--- src/rtl/pbus_dma_master_pkg.sv ---
// rtl/pbus_dma_master_pkg.sv - state encoding, default sizes and peripheral-map bases for the pbus DMA master
package pbus_dma_master_pkg;

    localparam int DEF_ADDR_W  = 12;
    localparam int DEF_LEN_W   = 12;
    localparam int DEF_TMO_CYC = 255;

    // Peripheral-map bases, kept in step with the bus decoder
    localparam logic [11:0] PERIPH_BASE = 12'h000;
    localparam logic [11:0] SPM_BASE    = 12'h800;

    typedef enum logic [2:0] {
        ST_IDLE = 3'd0,
        ST_RD   = 3'd1,
        ST_WR   = 3'd2,
        ST_FIN  = 3'd3,
        ST_ERR  = 3'd4
    } dma_state_t;

endpackage

--- src/rtl/pbus_dma_master_ack_timer.sv ---
// rtl/pbus_dma_master_ack_timer.sv - per-access ACK wait counter with expiry flag
module pbus_dma_master_ack_timer #(
    parameter int TMO_CYC = 255
) (
    input  logic clk,
    input  logic rst,
    input  logic i_clr,
    input  logic i_en,
    output logic o_expired
);

    localparam int              CW    = $clog2(TMO_CYC + 1);
    localparam logic [CW-1:0]   LIMIT = CW'(TMO_CYC - 1);

    logic [CW-1:0] r_wait;

    // Expired flags the last allowed wait cycle so the FSM can leave on that edge
    assign o_expired = (r_wait == LIMIT);

    // Count unacknowledged strobe cycles; saturate once the limit is reached
    always_ff @(posedge clk or negedge rst) begin
        if (!rst) begin
            r_wait <= '0;
        end else if (i_clr) begin
            r_wait <= '0;
        end else if (i_en && !o_expired) begin
            r_wait <= r_wait + 1'b1;
        end
    end

endmodule

--- src/rtl/pbus_dma_master.sv ---
// rtl/pbus_dma_master.sv - Wishbone byte-copy DMA initiator for the 4K peripheral bus
module pbus_dma_master
    import pbus_dma_master_pkg::*;
#(
    parameter int ADDR_W  = DEF_ADDR_W,
    parameter int LEN_W   = DEF_LEN_W,
    parameter int TMO_CYC = DEF_TMO_CYC
) (
    input  logic              clk,
    input  logic              rst,
    input  logic              start,
    input  logic              abort,
    input  logic [ADDR_W-1:0] src_addr,
    input  logic [ADDR_W-1:0] dst_addr,
    input  logic [LEN_W-1:0]  len,
    output logic              busy,
    output logic              done,
    output logic              err,
    output logic [ADDR_W-1:0] err_addr,
    output logic [ADDR_W-1:0] WB_ADRo,
    output logic [7:0]        WB_DATo,
    input  logic [7:0]        WB_DATi,
    output logic              WB_WEo,
    output logic              WB_CYCo,
    output logic              WB_STBo,
    input  logic              WB_ACKi
);

    dma_state_t        r_state;
    dma_state_t        w_state_nxt;
    logic [ADDR_W-1:0] r_src;
    logic [ADDR_W-1:0] r_dst;
    logic [LEN_W-1:0]  r_cnt;
    logic [7:0]        r_buf;

    logic [ADDR_W-1:0] w_src_nxt;
    logic [ADDR_W-1:0] w_dst_nxt;
    logic [LEN_W-1:0]  w_cnt_nxt;
    logic [7:0]        w_buf_nxt;
    logic              w_busy_nxt;
    logic              w_done_nxt;
    logic              w_err_nxt;
    logic              w_cyc_nxt;
    logic              w_we_nxt;
    logic [ADDR_W-1:0] w_adr_nxt;
    logic [ADDR_W-1:0] w_err_addr_nxt;

    logic              w_in_bus;
    logic              w_ack;
    logic              w_last;
    logic              w_expired;

    // ACK only means something while our strobe is up (RD/WR)
    assign w_in_bus = (r_state == ST_RD) || (r_state == ST_WR);
    assign w_ack    = w_in_bus && WB_ACKi;
    assign w_last   = (r_cnt == LEN_W'(1));

    pbus_dma_master_ack_timer #(
        .TMO_CYC (TMO_CYC)
    ) u_ack_timer (
        .clk       (clk),
        .rst       (rst),
        .i_clr     (w_ack || !w_in_bus),
        .i_en      (w_in_bus),
        .o_expired (w_expired)
    );

    // State register
    always_ff @(posedge clk or negedge rst) begin
        if (!rst) begin
            r_state <= ST_IDLE;
        end else begin
            r_state <= w_state_nxt;
        end
    end

    // Next state: abort dominates, then ACK, then timeout
    always_comb begin
        w_state_nxt = r_state;
        if (abort) begin
            w_state_nxt = ST_IDLE;
        end else begin
            case (r_state)
                ST_IDLE: if (start) w_state_nxt = (len == '0) ? ST_FIN : ST_RD;
                ST_RD: begin
                    if (WB_ACKi)        w_state_nxt = ST_WR;
                    else if (w_expired) w_state_nxt = ST_ERR;
                end
                ST_WR: begin
                    if (WB_ACKi)        w_state_nxt = w_last ? ST_FIN : ST_RD;
                    else if (w_expired) w_state_nxt = ST_ERR;
                end
                ST_FIN:  w_state_nxt = ST_IDLE;
                ST_ERR:  w_state_nxt = ST_IDLE;
                default: w_state_nxt = ST_IDLE;
            endcase
        end
    end

    // Datapath and bus outputs for the coming cycle, derived from the next state
    always_comb begin
        w_src_nxt = r_src;
        w_dst_nxt = r_dst;
        w_cnt_nxt = r_cnt;
        w_buf_nxt = r_buf;
        if (r_state == ST_IDLE && start && !abort) begin
            w_src_nxt = src_addr;
            w_dst_nxt = dst_addr;
            w_cnt_nxt = len;
        end
        if (r_state == ST_RD && WB_ACKi) begin
            w_buf_nxt = WB_DATi;
        end
        if (r_state == ST_WR && WB_ACKi) begin
            w_src_nxt = r_src + 1'b1;
            w_dst_nxt = r_dst + 1'b1;
            w_cnt_nxt = r_cnt - 1'b1;
        end
        w_cyc_nxt      = (w_state_nxt == ST_RD) || (w_state_nxt == ST_WR);
        w_we_nxt       = (w_state_nxt == ST_WR);
        w_busy_nxt     = w_cyc_nxt || (w_state_nxt == ST_FIN);
        w_done_nxt     = (w_state_nxt == ST_FIN);
        w_err_nxt      = (w_state_nxt == ST_ERR);
        w_adr_nxt      = w_we_nxt ? w_dst_nxt : w_src_nxt;
        w_err_addr_nxt = w_err_nxt ? WB_ADRo : err_addr;
    end

    // Register datapath and every output so no ACK-to-STB path exists
    always_ff @(posedge clk or negedge rst) begin
        if (!rst) begin
            r_src    <= '0;
            r_dst    <= '0;
            r_cnt    <= '0;
            r_buf    <= '0;
            busy     <= 1'b0;
            done     <= 1'b0;
            err      <= 1'b0;
            err_addr <= '0;
            WB_ADRo  <= '0;
            WB_DATo  <= '0;
            WB_WEo   <= 1'b0;
            WB_CYCo  <= 1'b0;
            WB_STBo  <= 1'b0;
        end else begin
            r_src    <= w_src_nxt;
            r_dst    <= w_dst_nxt;
            r_cnt    <= w_cnt_nxt;
            r_buf    <= w_buf_nxt;
            busy     <= w_busy_nxt;
            done     <= w_done_nxt;
            err      <= w_err_nxt;
            err_addr <= w_err_addr_nxt;
            WB_ADRo  <= w_adr_nxt;
            WB_DATo  <= w_buf_nxt;
            WB_WEo   <= w_we_nxt;
            WB_CYCo  <= w_cyc_nxt;
            WB_STBo  <= w_cyc_nxt;
        end
    end

endmodule

--- config.mk ---
export PLATFORM = sky130hd
export DESIGN_NAME = pbus_dma_master
export DESIGN_NICKNAME = d
export VERILOG_FILES = /design/src/rtl/pbus_dma_master_pkg.sv /design/src/rtl/pbus_dma_master_ack_timer.sv /design/src/rtl/pbus_dma_master.sv
export SDC_FILE = /design/constraint.sdc
export NUM_CORES = 1
export LEC_CHECK = 0
export CAP_MARGIN = 20
export CORE_ASPECT_RATIO = 0.8
export CORE_UTILIZATION = 60
export DETAILED_ROUTE_END_ITERATION = 16
export DONT_BUFFER_PORTS = 1
export PLACE_DENSITY = 0.76
export SLEW_MARGIN = 20
export SYNTH_ARGS = -nofsm -noshare
export SYNTH_HDL_FRONTEND = slang
export SYNTH_SLANG_ARGS = --single-unit
--- constraint.sdc ---
create_clock -name clk -period 3.7 [get_ports clk]
set_input_delay 0.555 -clock clk [delete_from_list [all_inputs] [get_ports clk]]
set_output_delay 0.555 -clock clk [all_outputs]
set_load 0.02 [all_outputs]
==> metrics.cfg <==
[status]
outcome = finished, final reports clean

[placement]
dp_slack_ps = 1150
gp_congestion = 0.850
hpwlAfterDp_um = 6300
numPortBuffers = 0
dpl.cell_count = 449

[yosys]
yosys_warnings = 0
synth_enable_flop_cells = 0
synth_top_family_by_area = simple AND/OR/NAND/NOR gates
ys_seq_area_share_pct = 52.2
synth_compound_area_share_pct = 15.4
synth_fa_ha_area_share_pct = 1.86
dominantRegCellSynth = dfrtp_1
syn_area_um2 = 4030
synth-async-reset-ratio_pct = 100
synth_seq_cells = 84
synth_nets = 434
synth.area.mux_share_pct = 10.2
synth_simple_gate_area_share_pct = 15.6
synth_xor_area_share_pct = 1.30
syn_inst = 379
yosysUniqueCellTypes = 57
syn_area_per_cell_um2 = 10.6

[floorplan]
design.die.area_um2 = 7050
rows = 26
fp.coreArea_um2 = 6440
fp.dieW_um = 93.6
io_pins = 87
start_util_pct = 62.5
die-height_um = 75.3

[routing]
dr_total_vias = 3100
drcViolationCount = 0
postRouteAntennaNets = 0
drtIter0Drc = 295
first_pass_iters = 5
wl_um = 9350
avgRoutedWirePerCell_um = 20.1
vias_per_cell = 6.65

[finish]
final_layout_size_suffix_gt1_share_pct = 16.5
instances_no_fill = 466
syn2layout_area_growth_pct = 7.36
diodes = 0
multi_input_area_um2 = 1800
seq_area_um2 = 2100
final_core_util_pct = 67.2
fin_nets = 432
fillerInstances = 531

[clock_network]
hold_buffers = 1
cts_buffers = 9
cts_setup_buffers = 0
htreeDepth = 3
post_cts_resized = 0
root_buffer = clkbuf_8
numClockSinks = 84
clkTransAtPathRegs_ps = 90
cts_tree = built
clock_path_buffers = 2
insertion_delay_ps = 360

[critical_path]
critical_path_arrival_ps = 2810
end_kind = flop
worstSetupPathType = flop to flop
critPathLaunchType = flop
cp_max_fo = 14
worstRegToRegCells = 7
worstPathRequired_ps = 3940

[global_routing]
grt_max_degree = 85
antenna_found_initial = 0
track_usage_pct = 27.5
grt_pass1_vias = 2803
grt_pass1_wl_um = 14500
grt_overflow = 0

[timing]
final.setup.tns_ps = 0
hold_violations = 0
slew_violations = 0
finalWorstSetupSlack_ps = 1130
setup_violations = 0
relSlewSlack_pct = 40.2
worstMarginPinSlew_ps = 893
rsz0062_at_grt = no
finalCriticalPeriod_ps = 2570
timing.final.crit_share_pct = 69.5
skew_ps = 9.39
fmax_mhz = 389

[power_and_ir_drop]
power_frac_comb_pct = 16.3
seq_power_share_pct = 55.3
power.density_nw_per_um2 = 531
p_switching_uw = 752
power.share.clock_pct = 28.4
sw_frac_of_total_pct = 32.8
power.internal_uw = 1540
leakagePower_uw = 0.00183
ir_drop_v = 0.000269

[min_path]
hold_class = input pin to asynchronous set/reset pin

[flow_run]
drv_cap = 0

[layer usage]
| metal | vias to the layer above | GRT usage (%) | routed length, um |
|---|---|---|---|
| li1 | 1393 | - | - |
| met1 | 1530 | 39.6 | 4110 |
| met2 | 162 | 41.1 | 4220 |
| met3 | 15 | 7.39 | 892 |
| met4 | 0 | 9.23 | 132 |
| met5 | - | 0 | 0 |
[through the flow]
step                total power (uW)  hold slack (ps)  cell area (um^2)
floorplan                       1530              259              4030
global placement                1610              261              4110
detailed placement              1630              261              4110
CTS                             2290              113              4330
global route                    2400              103              4330
finish                          2300              103              4330
[Yosys cell counts, types with 2 or more instances]
master | count | area [um^2]
dfrtp_1 | 84 | 2100
nor2_1 | 36 | 135
nand2_1 | 27 | 101
a21oi_1 | 23 | 115
nand3_1 | 22 | 110
mux2_2 | 20 | 225
clkbuf_1 | 15 | 56.3
inv_1 | 14 | 52.6
o21ai_0 | 13 | 65.1
nor3_1 | 11 | 55.1
mux2_4 | 8 | 120
o211ai_1 | 8 | 60.1
a211oi_1 | 7 | 52.6
o22ai_1 | 7 | 43.8
or3_1 | 7 | 43.8
ha_1 | 6 | 75.1
nand4_1 | 5 | 31.3
xnor2_1 | 5 | 43.8
a311oi_1 | 4 | 35.0
mux2_1 | 4 | 45.0
nor4_1 | 4 | 25.0
o221a_2 | 4 | 45.0
a31oi_1 | 3 | 18.8
and3_1 | 3 | 18.8
o311ai_0 | 3 | 26.3
and4_1 | 2 | 17.5
buf_2 | 2 | 10.0
mux2i_1 | 2 | 20.0
o21ba_2 | 2 | 20.0
[cell usage in the layout, fill, tap and decap left out, drive strengths merged, types with 5 or more instances in the layout]
cell type / synthesis / final
nor3: 11 / 11
or3: 7 / 7
buf: 5 / 7
a21oi: 23 / 23
clkbuf: 15 / 10
dfrtp: 84 / 84
nor2: 36 / 36
ha: 6 / 6
o22ai: 7 / 7
mux2: 32 / 32
o211ai: 8 / 8
nand4: 5 / 5
nand3: 22 / 22
a211oi: 7 / 7
inv: 14 / 14
xnor2: 5 / 5
o21ai: 14 / 14
nand2: 28 / 28
[power by group through the flow]
stage	registers, uW	clock network [uW]	logic (uW)
floorplan	1240	0	289
global placement	1280	0	332
detailed placement	1280	0	347
CTS	1270	658	369
global route	1290	702	412
finish	1270	652	374
[registers in the layout (all words and copies together), names as in the netlist]
| name | count |
|---|---|
| WB_ADRo | 12 |
| err_addr | 12 |
| r_cnt | 12 |
| r_dst | 12 |
| r_src | 12 |
| r_buf | 8 |
| u_ack_timer.r_wait | 8 |
| r_state | 3 |
| WB_STBo | 1 |
| WB_WEo | 1 |
| busy | 1 |
| done | 1 |
| err | 1 |
[worst paths after layout]
check                                      start                 endpoint  slack, ps
max                         r_cnt[1]$_DFFE_PN0P_    WB_ADRo[11]$_DFF_PN0_       1130
min                                          rst  err_addr[4]$_DFFE_PN0P_        100
max reg2reg                 r_cnt[1]$_DFFE_PN0P_    WB_ADRo[11]$_DFF_PN0_       1130
min reg2reg                r_cnt[10]$_DFFE_PN0P_    r_cnt[10]$_DFFE_PN0P_        520
max in group asynchronous                    rst     r_cnt[9]$_DFFE_PN0P_       3290
min in group clk                          len[2]     r_cnt[2]$_DFFE_PN0P_        330
[area by class of cell]
| type | count | share of cell area (%) |
|---|---|---|
| flip-flops and latches | 84 | 48.6 |
| multi-input cells | 261 | 41.6 |
| clock buffers | 10 | 2.95 |
| well taps | 84 | 2.43 |
| repair buffers | 7 | 1.68 |
| clock inverters | 6 | 1.50 |
| inverters | 14 | 1.21 |
[cell families (layout without fill, tap and decap cells)]
| family | count (synthesis) | count (layout) |
|---|---|---|
| and+or+nand+nor | 127 | 127 |
| AOI/OAI and AO/OA | 88 | 88 |
| DFF | 84 | 84 |
| muxes | 34 | 34 |
| buffers and inverters | 34 | 37 |
| adders and majority gates | 6 | 6 |
| xor gates and xnor gates | 6 | 6 |
[critical path: stages (launching register included)]
cell	delay [ps]
dfrtp_1	400
inv_1	110
ha_1	150
or4b_1	430
o311a_1	340
a2111oi_4	400
nand2_4	250
mux2_1	380
Power figures use the tool's default switching activity.
